### src/rtl/package_i2c.sv
// Command and state types shared by the I2C/SCCB command master and its users.
package package_i2c;

  typedef struct packed {
    logic       we;
    logic       sccb_mode;
    logic [6:0] addr_slave;
    logic [7:0] addr_reg;
    logic [7:0] burst_num;
  } t_i2c_cmd;

  typedef enum logic [2:0] {
    S_IDLE,
    S_START,
    S_SHIFT,
    S_ACK,
    S_RSTART,
    S_RDBIT,
    S_MACK,
    S_STOP
  } t_i2c_state;

endpackage

### src/rtl/i2c_cmd_master.sv
// Bit-level I2C/SCCB master: one command per handshake, single-register write or single-byte read,
// open-drain SCL/SDA driven through output enables (1 = pull low).
module i2c_cmd_master
  import package_i2c::*;
#(
  parameter int p_clk_hz = 25_000_000,
  parameter int p_scl_hz = 100_000
) (
  input  logic       i_clk,
  input  logic       i_rst_n,
  input  logic       i_cmd_valid,
  input  t_i2c_cmd   i_cmd_data,
  input  logic [7:0] i_wr_data,
  output logic       o_cmd_ready,
  output logic [7:0] o_rd_data,
  output logic       o_rd_valid,
  output logic       o_nack,
  output logic       o_busy,
  output logic       o_scl_oe,
  output logic       o_sda_oe,
  input  logic       i_sda_in,
  output t_i2c_state o_dbg_state
);

  localparam int c_quarter = p_clk_hz / (4 * p_scl_hz);
  localparam int c_cw      = (c_quarter > 2) ? $clog2(c_quarter) : 1;
  localparam logic [c_cw-1:0] c_qlast = c_cw'(c_quarter - 1);

  t_i2c_state state_q, state_d;
  logic [c_cw-1:0] qcnt_q, qcnt_d;
  logic [1:0] phase_q, phase_d;
  logic [2:0] bit_q, bit_d;
  logic [1:0] byte_q, byte_d;
  logic [7:0] shreg_q, shreg_d;
  logic       ack_q, ack_d;
  logic       we_q, we_d;
  logic       sccb_q, sccb_d;
  logic [6:0] addr_q, addr_d;
  logic [7:0] reg_q, reg_d;
  logic [7:0] wdat_q, wdat_d;
  logic [7:0] rd_data_q, rd_data_d;
  logic       rd_valid_q, rd_valid_d;
  logic       nack_q, nack_d;
  logic       scl_oe_q, scl_oe_d;
  logic       sda_oe_q, sda_oe_d;
  logic       tick;
  logic       unused_burst;

  assign unused_burst = ^i_cmd_data.burst_num;

  // valid/ready: a command transfers on a rising edge where i_cmd_valid and o_cmd_ready are
  // both 1. Ready is high only in IDLE (and out of reset), so valid while busy is simply dropped.
  assign o_cmd_ready = (state_q == S_IDLE) && i_rst_n;
  assign o_busy      = (state_q != S_IDLE);
  assign o_rd_data   = rd_data_q;
  assign o_rd_valid  = rd_valid_q;
  assign o_nack      = nack_q;
  assign o_scl_oe    = scl_oe_q;
  assign o_sda_oe    = sda_oe_q;
  assign o_dbg_state = state_q;

  assign tick = (qcnt_q == c_qlast);

  always_comb begin
    state_d    = state_q;
    qcnt_d     = qcnt_q;
    phase_d    = phase_q;
    bit_d      = bit_q;
    byte_d     = byte_q;
    shreg_d    = shreg_q;
    ack_d      = ack_q;
    we_d       = we_q;
    sccb_d     = sccb_q;
    addr_d     = addr_q;
    reg_d      = reg_q;
    wdat_d     = wdat_q;
    rd_data_d  = rd_data_q;
    rd_valid_d = 1'b0;
    nack_d     = nack_q;
    scl_oe_d   = 1'b0;
    sda_oe_d   = 1'b0;

    if (state_q != S_IDLE) begin
      qcnt_d = tick ? '0 : qcnt_q + 1'b1;
    end

    if (state_q == S_IDLE) begin
      if (i_cmd_valid) begin
        state_d = S_START;
        qcnt_d  = '0;
        phase_d = 2'd0;
        bit_d   = 3'd0;
        byte_d  = 2'd0;
        we_d    = i_cmd_data.we;
        sccb_d  = i_cmd_data.sccb_mode;
        addr_d  = i_cmd_data.addr_slave;
        reg_d   = i_cmd_data.addr_reg;
        wdat_d  = i_wr_data;
        shreg_d = {i_cmd_data.addr_slave, 1'b0};
        nack_d  = 1'b0;
      end
    end else if (tick) begin
      phase_d = phase_q + 2'd1;
      // Receive-side sampling happens at the end of the second SCL-high quarter.
      if (phase_q == 2'd2 && state_q == S_ACK)   ack_d   = i_sda_in;
      if (phase_q == 2'd2 && state_q == S_RDBIT) shreg_d = {shreg_q[6:0], i_sda_in};
      if (phase_q == 2'd3) begin
        case (state_q)
          S_START: begin
            state_d = S_SHIFT;
            bit_d   = 3'd0;
          end
          S_RSTART: begin
            state_d = S_SHIFT;
            bit_d   = 3'd0;
            byte_d  = 2'd2;
            shreg_d = {addr_q, 1'b1};
          end
          S_SHIFT: begin
            if (bit_q == 3'd7) begin
              state_d = S_ACK;
            end else begin
              bit_d   = bit_q + 3'd1;
              shreg_d = {shreg_q[6:0], 1'b0};
            end
          end
          S_ACK: begin
            bit_d = 3'd0;
            if (!sccb_q && ack_q) begin
              nack_d  = 1'b1;
              state_d = S_STOP;
            end else begin
              case (byte_q)
                2'd0: begin
                  state_d = S_SHIFT;
                  shreg_d = reg_q;
                  byte_d  = 2'd1;
                end
                2'd1: begin
                  if (we_q) begin
                    state_d = S_SHIFT;
                    shreg_d = wdat_q;
                    byte_d  = 2'd2;
                  end else begin
                    state_d = S_STOP;
                  end
                end
                default: state_d = we_q ? S_STOP : S_RDBIT;
              endcase
            end
          end
          S_RDBIT: begin
            if (bit_q == 3'd7) begin
              state_d    = S_MACK;
              rd_data_d  = shreg_q;
              rd_valid_d = 1'b1;
            end else begin
              bit_d = bit_q + 3'd1;
            end
          end
          S_MACK: state_d = S_STOP;
          S_STOP: begin
            // A read stops after the register byte and restarts for the addr+R phase.
            state_d = (!we_q && byte_q == 2'd1 && !nack_q) ? S_RSTART : S_IDLE;
          end
          default: state_d = S_IDLE;
        endcase
      end
    end

    // Pin enables are decoded from the next state so the pins themselves are registered.
    case (state_d)
      S_START, S_RSTART: begin
        scl_oe_d = (phase_d == 2'd3);
        sda_oe_d = (phase_d != 2'd0);
      end
      S_SHIFT: begin
        scl_oe_d = (phase_d == 2'd0) || (phase_d == 2'd3);
        sda_oe_d = ~shreg_d[7];
      end
      S_ACK, S_RDBIT, S_MACK: begin
        scl_oe_d = (phase_d == 2'd0) || (phase_d == 2'd3);
        sda_oe_d = 1'b0;
      end
      S_STOP: begin
        scl_oe_d = (phase_d == 2'd0);
        sda_oe_d = (phase_d != 2'd3);
      end
      default: begin
        scl_oe_d = 1'b0;
        sda_oe_d = 1'b0;
      end
    endcase
  end

  always_ff @(posedge i_clk) begin
    if (!i_rst_n) begin
      state_q    <= S_IDLE;
      qcnt_q     <= '0;
      phase_q    <= 2'd0;
      bit_q      <= 3'd0;
      byte_q     <= 2'd0;
      shreg_q    <= 8'd0;
      ack_q      <= 1'b0;
      we_q       <= 1'b0;
      sccb_q     <= 1'b0;
      addr_q     <= 7'd0;
      reg_q      <= 8'd0;
      wdat_q     <= 8'd0;
      rd_data_q  <= 8'd0;
      rd_valid_q <= 1'b0;
      nack_q     <= 1'b0;
      scl_oe_q   <= 1'b0;
      sda_oe_q   <= 1'b0;
    end else begin
      state_q    <= state_d;
      qcnt_q     <= qcnt_d;
      phase_q    <= phase_d;
      bit_q      <= bit_d;
      byte_q     <= byte_d;
      shreg_q    <= shreg_d;
      ack_q      <= ack_d;
      we_q       <= we_d;
      sccb_q     <= sccb_d;
      addr_q     <= addr_d;
      reg_q      <= reg_d;
      wdat_q     <= wdat_d;
      rd_data_q  <= rd_data_d;
      rd_valid_q <= rd_valid_d;
      nack_q     <= nack_d;
      scl_oe_q   <= scl_oe_d;
      sda_oe_q   <= sda_oe_d;
    end
  end

endmodule

### config.mk
export PLATFORM = sky130hd
export DESIGN_NAME = i2c_cmd_master
export DESIGN_NICKNAME = d
export VERILOG_FILES = /design/src/rtl/package_i2c.sv /design/src/rtl/i2c_cmd_master.sv
export SDC_FILE = /design/constraint.sdc
export NUM_CORES = 1
export LEC_CHECK = 0
export ABC_AREA = 1
export CAP_MARGIN = 20
export CORE_MARGIN = 3
export CORE_UTILIZATION = 50
export CTS_BUF_LIST = sky130_fd_sc_hd__clkbuf_8
export CTS_CLUSTER_DIAMETER = 120
export CTS_CLUSTER_SIZE = 16
export DETAILED_ROUTE_END_ITERATION = 7
export HOLD_SLACK_MARGIN = 0.06
export MAX_ROUTING_LAYER = met4
export PLACE_DENSITY_LB_ADDON = 0.05
export SLEW_MARGIN = 10
export SYNTH_ARGS = -nofsm -noshare
export SYNTH_HDL_FRONTEND = slang
export SYNTH_SLANG_ARGS = --single-unit
### constraint.sdc
create_clock -name i_clk -period 1.91 [get_ports i_clk]
set_input_delay 0.382 -clock i_clk [delete_from_list [all_inputs] [get_ports i_clk]]
set_output_delay 0.382 -clock i_clk [all_outputs]
set_load 0.005 [all_outputs]
# ---- Yosys cells after proc, flatten, opt, wreduce, memory -nomap -nowiden
# Cells that the tools add are included.
# Widths: inputs -> output; s select.
dict set report word_totals {
  out_inout_bits 17
  ff_bits 62
  wordCells 139
}
dict set report classes {
  addsub 3
  n_reduce_logical 34
  n_bitwise 6
  mux 52
  n_eq_ne 26
}
# op n
set op_table {}
lappend op_table {{$mux 8} 8}
lappend op_table {{$mux 3} 14}
lappend op_table {{$eq 3x3->1 const B} 9}
lappend op_table {{$mux 6} 4}
lappend op_table {{$pmux 8 s3} 1}
lappend op_table {{$mux 2} 10}
lappend op_table {{$pmux 3 s6} 1}
lappend op_table {{$pmux 8 s2} 1}
lappend op_table {{$reduce_and 5->1} 3}
lappend op_table {{$eq 3x2->1 const B} 4}
lappend op_table {{$pmux 3 s2} 2}
lappend op_table {{$reduce_bool 2->1} 5}
lappend op_table {{$reduce_bool 3->1} 3}
lappend op_table {{$pmux 2 s2} 2}
lappend op_table {{$mux 1} 7}
lappend op_table {{$reduce_and 7->1} 1}
lappend op_table {{$add 6x1->6 const B} 1}
lappend op_table {{$eq 2x2->1 const B} 3}
lappend op_table {{$eq 3x1->1 const B} 2}
lappend op_table {{$eq 6x6->1 const B} 1}
lappend op_table {{$logic_and 1x1->1} 6}
lappend op_table {{$ne 3x3->1 const B} 2}
lappend op_table {{$not 1->1} 6}
lappend op_table {{$pmux 1 s3} 2}
lappend op_table {{other kinds (16)} 23}

# ---- Depth between registers and ports, before layout
# Gate-level depths: netlist (run 1).
dict set report depth {
  ltp_word 12
  mapped_depth 15
  mapped_depth_nobuf 15
}

# ---- Worst setup path before layout (run 1)
# No wires, ideal clock.
dict set report synth_path {
  path_type {register to register}
  start {reg state_q[2], in the netlist o_dbg_state[2]}
  end {reg scl_oe_q, in the netlist o_scl_oe}
  stages_incl_launch_ff 13
  required_time_ps 1782
  period_less_slack_ps 1985
  slack_ps -75
  setup_ps 128
  arrival_ps 1858
  path_buffers 2
  cell_sequence {dfxtp_1 > inv_2 > nand2_1 > buf_4 > nand2_1 > buf_2 > o21ai_0 > inv_1 > ha_1 > nand3_1 > nand2_1 > nor2_1 > nor2_1}
}
# element line_no
set synth_lines {}
lappend synth_lines {{start, declared} i2c_cmd_master.sv:29} ;# t_i2c_state state_q, state_d;
lappend synth_lines {{start signal, assigned} i2c_cmd_master.sv:216} ;# state_q <= state_d;
lappend synth_lines {{$logic_not 3->1 (*)} i2c_cmd_master.sv:87} ;# if (state_q == S_IDLE) begin
lappend synth_lines {{$mux 2 (*)} i2c_cmd_master.sv:87}
lappend synth_lines {{net phase_d[0]} i2c_cmd_master.sv:31} ;# logic [1:0] phase_q, phase_d;
lappend synth_lines {{$eq 2x2->1 / $logic_not 2->1 (equally long branches)} --}
lappend synth_lines {{$logic_or 1x1->1} {i2c_cmd_master.sv:178, i2c_cmd_master.sv:182}}
lappend synth_lines {{$pmux 1 s3 (*)} i2c_cmd_master.sv:172} ;# case (state_d)
lappend synth_lines {{end signal, assigned} i2c_cmd_master.sv:231} ;# scl_oe_q <= scl_oe_d;
lappend synth_lines {{end, declared} i2c_cmd_master.sv:44} ;# logic scl_oe_q, scl_oe_d;
# The timed path passes the listed nets; every way through them passes the cells marked *.
# A chain may end at the register's enable or synchronous reset.

# ---- Worst setup path in the final report (run 1)
dict set report layout_path {
  start {reg state_q[0], in the netlist o_dbg_state[0]}
  end {out o_busy}
}
dict set report layout_between {
  elab_chain_cells 1
}
# element line_no
set layout_rtl {}
lappend layout_rtl {{$reduce_bool 3->1} i2c_cmd_master.sv:54} ;# assign o_busy = (state_q != S_IDLE);
lappend layout_rtl {{end, declared} i2c_cmd_master.sv:18} ;# output logic o_busy,
# No other way between the ends.

==> run_results.csv, run 1 <==
group,metric,value,unit
die,ios,54,
power,p_int,2.37,mW
timing,period_minus_slack,1.92,ns
die,die_y,87.7,um
global_route,grt_max_degree,42,
final_layout,fillCellCount,566,
final_layout,nets,631,
routing,finalWirelength,9.38,mm
placed_design,hpwlAfterDp,6.70,mm
final_layout,antenna_cells,0,
logic_synthesis,synth_cells,506,
clock_tree,cts_buffers,9,
min_path,hold_path_class,"reg2reg",
status,violations,"negative setup slack",
clock_tree,cts_tree,"built",
timing,setup_viol,1,
clock_tree,clk_latency,0.34,ns
final_layout,drive_gt1_frac,0.188,
critical_path,critPathKind,"reg2out",
critical_path,start_kind,"flop",
clock_tree,ctsHoldBuffers,0,
die,die_area,7690,um^2
power,comb_power_share,0.133,
routing,ant_nets,0,
routing,drc,0,
power,powerDensity,694,nW/um^2
critical_path,critical_path_buf_inv_count,2,
critical_path,cp-startpoint,"o_dbg_state[0]",
placed_design,preCtsSetupSlack,-0.115,ns
logic_synthesis,ys_warn_count,0,
die,start_util,0.520,
timing,timing.hold.ws,0.457,ns
timing,fin_ws,-0.0113,ns
power,p_sw,0.767,mW
logic_synthesis,syn_area,3340,um^2
power,power.share.clock,0.425,
power,swShare,0.245,
run,drv_cap,0,
logic_synthesis,synthDistinctLibCells,34,
timing,period_share,1.01,
critical_path,critical_path_required,1.53,ns
critical_path,r2r-end,"o_scl_oe",
logic_synthesis,seq_area_frac_synth,0.372,
critical_path,cp_max_fo,5,
routing,wl_per_cell,14.0,um
routing,via_count,3535,
routing,firstDrtPassIters,5,
timing,max_freq,520,MHz
critical_path,path_cells,"nor2_4 -> nand2_4 -> buf_6 -> clkdlybuf4s50_1",
clock_tree,cts_buffer_depth,2,
routing,via_per_inst,5.29,
logic_synthesis,ys_ff_latch,62,
clock_tree,cts_root_buffer,"clkbuf_8",
clock_tree,clkSinkCount,62,
global_route,grt_pass1_vias,3424,
timing,rsz0062_at_grt,"yes",
critical_path,end_kind,"output port",
placed_design,place.port_buffers,45,
logic_synthesis,avgSynthCellArea,6.59,um^2
timing,slew_headroom,0.685,
final_layout,final_core_util,0.703,
critical_path,max_stage_delay,0.50,ns
power,cellLeakagePower,1.95,nW
min_path,holdPathStages,2,
die,rows,29,
die,die_x,87.7,um
power,seq_power_share,0.441,
global_route,grt_use_total,0.264,
critical_path,ff2ff_path_depth,13,
die,coreArea,6420,um^2
logic_synthesis,syn-num-nets,551,
routing,drt-initial-drc-count,221,
min_path,hp-start,"wdat_q[1]",
final_layout,area_delta_synth_final,35.3,%
timing,finClkSkew,0.00528,ns
min_path,min_to,"wdat_q[1]",
timing,hold_viol,0,
placed_design,place.gp.congestion,0.897,
timing,worst_pin_slew,0.472,ns
critical_path,arrival,1.54,ns
power,vdd_drop_max,510,uV
global_route,grt_pass1_wl,15.5,mm
clock_tree,path_clk_slew,0.07,ns
clock_tree,htreeDepth,3,
global_route,grt_overflow_total,0,
critical_path,regToRegSetupSlack,0.06,ns
timing,drv_slew,0,
global_route,antenna_found_initial,0,
critical_path,reg2reg_from,"qcnt_q[1]",
critical_path,crit_slowest_cell,"clkdlybuf4s50_1",
critical_path,cpLargestDelayFamily,"buffers and inverters",
status,status,"finished with violations",
==> through the flow <==
step / instances / area, um^2 / power, mW / TNS (ns)
finish: 668 / 4520 / 3.13 / -0.0113
global route: 668 / 4520 / 3.28 / -0.180
CTS: 666 / 4370 / 3.14 / -0.00415
detailed placement: 649 / 4100 / 1.80 / -0.364
global placement: 649 / 4100 / 1.80 / -0.163
floorplan: 506 / 3340 / 1.63 / 0
==> layout by cell type, fill, tap and decap left out, types with 3 or more instances in the layout <==
cell type / count
nor3_1: 4
inv_1: 51
nor2_1: 37
nand3_2: 3
ha_1: 5
dfxtp_1: 56
a21oi_1: 72
inv_2: 8
buf_6: 3
buf_4: 39
nor2_2: 4
nand2_4: 4
nand3_1: 31
nand2_1: 122
o21ai_1: 12
clkdlybuf4s50_1: 44
dfxtp_2: 4
nand4_1: 4
clkbuf_8: 12
nand2_2: 6
o21ai_0: 29
nor2_4: 5
o21ai_2: 5
==> synth_stat cells <==
master	number	area [um^2]
nor2_2	3	18.8
o21ai_0	32	160
nand3_1	34	170
nand4_4	1	21.3
o21ai_1	11	55.1
clkbuf_1	10	37.5
nand2_1	127	477
nand3_2	1	10.0
nor2_1	41	154
xnor2_1	1	8.76
dfxtp_1	62	1240
buf_6	1	11.3
a21oi_1	74	370
o21ai_2	3	26.3
clkinv_1	1	3.75
ha_1	8	100
o211ai_1	1	7.51
buf_4	2	15.0
buf_2	6	30.0
nor3_1	4	20.0
nand4_1	4	25.0
inv_2	5	18.8
inv_1	54	203
o221ai_1	2	17.5
nor2_4	2	22.5
o22ai_1	2	12.5
nor3_2	1	10.0
a31oi_1	2	12.5
a22oi_1	1	7.51
or2_2	2	12.5
o211a_1	1	10.0
nand3b_1	1	7.51
xor2_1	1	8.76
nand2_2	5	31.3
==> worst max-delay path by stage <==
stage               slack, ns  endpoint  cells after the start
floorplan                0.01  o_scl_oe                     13
global placement        -0.08  o_scl_oe                     11
detailed placement      -0.11  o_scl_oe                     11
CTS                    -0.004    o_busy                      4
global route            -0.09  o_scl_oe                     13
finish                  -0.01    o_busy                      4
==> power by group through the flow <==
| stage | registers, mW | clock network (mW) | logic [mW] |
|---|---|---|---|
| 6_report | 1.38 | 1.33 | 0.418 |
| 5_1_grt | 1.39 | 1.42 | 0.469 |
| 4_1_cts | 1.38 | 1.36 | 0.399 |
| 3_5_place_dp | 1.41 | 0 | 0.396 |
| 3_3_place_gp | 1.41 | 0 | 0.387 |
| 2_1_floorplan | 1.40 | 0 | 0.225 |
==> per-layer routing <==
layer / vias to the layer above / wire, um / track usage
li1: 1819 / - / -
met1: 1614 / 4210 / 0.323
met2: 88 / 4570 / 0.431
met3: 14 / 441 / 0.0602
met4: 0 / 155 / 0.0865
met5: - / 0 / -
==> worst register-to-register path, stage by stage, from the launching register on <==
cell and delay [ns]:
dfxtp_2 0.33, inv_2 0.07, ha_4 0.14, nand3_4 0.06
nor2_4 0.22, nand2_4 0.11, o22ai_4 0.20, inv_2 0.06
ha_1 0.26, inv_1 0.03, nand2_1 0.06, inv_1 0.04
nor2_1 0.10, nor2_1 0.05
==> logic make-up (layout without fill, tap and decap cells) <==
kind of cell,count (synthesis),after routing,synth area share
xor gates and xnor gates,2,2,0.00525
DFF,62,62,0.372
adders and majority gates,8,8,0.0300
AOI/OAI and AO/OA,129,129,0.204
and+or+nand+nor,226,226,0.294
buffers and inverters,79,164,0.0956
==> cell type report <==
| cell class | count | area [um^2] | area share |
|---|---|---|---|
| tap | 77 | 96.3 | 0.0213 |
| clock inverter | 4 | 68.8 | 0.0152 |
| multi-input combinational | 365 | 1910 | 0.423 |
| timing repair buffer | 88 | 796 | 0.176 |
| sequential | 62 | 1250 | 0.278 |
| clock buffer | 12 | 165 | 0.0366 |
| inverter | 60 | 226 | 0.0502 |
==> registers in the layout, indices dropped and copies added, names as in the netlist, 2 cells and up <==
register,flops
shreg_q,8
addr_q,7
phase_q,2
byte_q,2
bit_q,3
wdat_q,8
reg_q,8
qcnt_q,6
o_dbg_state,3
o_rd_data,8
==> what timing repair did <==
item | in CTS | in global routing
setup endpoints to repair | 3 | 17
resized for setup | 9 | 40
pin swaps | 0 | 8
endpoints found under the hold margin | 0 | 0
setup buffers | 1 | 2
Power figures use the tool's default switching activity.
==> run 2: changes to the inputs <==
Settings changed: PLACE_DENSITY from default to 0.78, PLACE_DENSITY_LB_ADDON 0.05 to default.
==> run 2 against run 1 <==
Compared with the run above: the run still ends with negative setup slack left; global-route usage rose by 0.89 points; clock skew rose by 0.0042 ns; combinational power is 2% higher; largest power group is now the clock network.
==> run_results.csv, run 2 (synthesis results as in run 1) <==
group,metric,value,unit
status,status,"finished with violations",
status,violations,"negative setup slack",
timing,fin_ws,-0.0246,ns
critical_path,end_kind,"flop",
critical_path,critPathKind,"reg2reg",
final_layout,nets,641,
final_layout,antenna_cells,0,
critical_path,r2r-end,"o_scl_oe",
timing,hold_viol,0,
final_layout,area_delta_synth_final,38.5,%
final_layout,layout_common_cells,"nand2_1 (119), a21oi_1 (73), dfxtp_1 (57)",
power,vdd_drop_max,453,uV
routing,via_count,3803,
critical_path,reg2reg_from,"bit_q[0]",
die,die_y,87.7,um
timing,worst_pin_slew,0.466,ns
placed_design,hpwlAfterDp,6.83,mm
timing,setup_viol,1,
global_route,grt_pass1_vias,3503,
global_route,grt_overflow_total,0,
global_route,antenna_found_initial,0,
die,die_x,87.7,um
timing,max_freq,517,MHz
clock_tree,cts_tree,"built",
power,cellLeakagePower,2.04,nW
clock_tree,ctsHoldBuffers,0,
clock_tree,clkSinkCount,62,
final_layout,fin_area,4620,um^2
final_layout,drive_gt1_frac,0.201,
final_layout,seq_area,1250,um^2
global_route,grt_use_total,0.273,
critical_path,max_stage_delay,0.40,ns
critical_path,cp_max_fo,5,
power,power.share.clock,0.447,
routing,finalWirelength,10.4,mm
routing,firstDrtPassIters,5,
critical_path,critical_path_required,2.14,ns
clock_tree,cts_buffer_depth,2,
die,start_util,0.520,
final_layout,final_cells,678,
critical_path,arrival,2.17,ns
power,seq_power_share,0.423,
final_layout,final_common_cell,"nand2_1",
critical_path,cp-endpoint,"o_scl_oe",
timing,rsz0062_at_grt,"yes",
die,rows,29,
critical_path,start_kind,"flop",
routing,ant_nets,0,
placed_design,dpl.cell_count,648,
die,die_area,7690,um^2
global_route,grt_max_degree,42,
final_layout,multi_input_area,1930,um^2
critical_path,crit_slowest_cell,"dfxtp_1",
timing,fin_setup_tns,-0.0246,ns
power,p_sw,0.807,mW
routing,drc,0,
run,drv_cap,0,
power,powerDensity,707,nW/um^2
power,p_int,2.46,mW
global_route,grt_pass1_wl,16.1,mm
final_layout,fillCellCount,505,
routing,wl_per_cell,15.3,um
critical_path,regToRegSetupSlack,-0.02,ns
critical_path,cp-startpoint,"bit_q[0]",
critical_path,path_cells,"ha_1 -> ha_2 -> inv_1 -> nor2_4 -> nand4_4 -> nand2_2 -> nor2_4 -> nand2_1 -> nand2_2 -> nand3_1 -> nand2_1 -> nor2_1 -> nor2_1",
die,coreArea,6420,um^2
power,comb_power_share,0.130,
timing,period_share,1.01,
critical_path,path_depth,13,
timing,slew_headroom,0.689,
placed_design,place.port_buffers,45,
clock_tree,htreeDepth,3,
routing,via_per_inst,5.61,
clock_tree,clk_latency,0.35,ns
clock_tree,path_clk_slew,0.07,ns
power,swShare,0.247,
critical_path,critical_path_buf_inv_count,1,
placed_design,placed_cell_area,4100,um^2
placed_design,place.gp.congestion,0.932,
timing,drv_slew,0,
clock_tree,cts_buffers,9,
critical_path,cpLargestDelayFamily,"simple AND/OR/NAND/NOR gates",
timing,timing.hold.ws,0.460,ns
timing,period_minus_slack,1.93,ns
critical_path,ff2ff_path_depth,13,
min_path,hold_path_class,"reg2reg",
routing,drt-initial-drc-count,237,
clock_tree,cts_root_buffer,"clkbuf_8",
placed_design,preCtsSetupSlack,-0.133,ns
die,ios,54,
timing,finClkSkew,0.00945,ns
## run 2: cell count changes in the layout (fill, tap and decap cells not counted), moves of 2 or more
cell | before | now
nand2_2 | 6 | 9
clkinv_2 | 2 | 0
buf_6 | 3 | 1
o21ai_1 | 12 | 10
nand2_1 | 122 | 119
nor2_4 | 5 | 7
inv_4 | 0 | 2
nor2_2 | 4 | 2
buf_4 | 39 | 51
inv_2 | 8 | 6
inv_1 | 51 | 53
## run 2: layer usage
layer / vias up / wire (um) / part of all wire / track usage
met5: - / 0 / 0 / -
met4: 0 / 301 / 0.029 / 0.130
met3: 30 / 663 / 0.064 / 0.0433
met2: 173 / 5070 / 0.49 / 0.442
met1: 1762 / 4330 / 0.42 / 0.331
li1: 1838 / - / - / -
## run 2: stage by stage
step	utilization	power (mW)
floorplan	-	1.63
global placement	0.638	1.79
detailed placement	0.638	1.80
CTS	0.692	3.25
global route	0.720	3.38
finish	0.720	3.27
## run 2: repair_timing
item | in CTS | in global routing
setup endpoints to repair | 4 | 17
setup buffers | 6 | 8
resized for setup | 18 | 33
pin swaps | 4 | 10
## run 2: cell type report
cell class | count | share of cell area
multi-input combinational | 365 | 0.417
sequential | 62 | 0.271
timing repair buffer | 98 | 0.187
inverter | 60 | 0.0498
clock buffer | 11 | 0.0327
clock inverter | 5 | 0.0211
tap | 77 | 0.0208
## run 2: how the worst min path moves through the flow
stage,start,to,slack [ns],cells after the start
after global placement,wdat_q[4],wdat_q[4],0.44,2
after detailed placement,reg_q[6],reg_q[6],0.45,2
after CTS,wdat_q[7],wdat_q[7],0.46,2
final,reg_q[7],reg_q[7],0.46,2
after global routing,reg_q[6],reg_q[6],0.48,2
after floorplan,reg_q[6],reg_q[6],0.43,2
## run 2: tightest hold or removal path, delay by kind of cell (launching register included)
family,cells,cell delay (ns)
flip-flops,1,0.30
AO/OA/AOI/OAI,1,0.05
buffers and inverters,1,0.06
## run 2: power groups by stage
| stage | clock network (mW) | logic (mW) | registers, mW |
|---|---|---|---|
| 6_report | 1.46 | 0.426 | 1.38 |
| 4_1_cts | 1.47 | 0.403 | 1.38 |
| 5_1_grt | 1.52 | 0.471 | 1.39 |
| 2_1_floorplan | 0 | 0.225 | 1.40 |
| 3_5_place_dp | 0 | 0.394 | 1.41 |
| 3_3_place_gp | 0 | 0.387 | 1.41 |
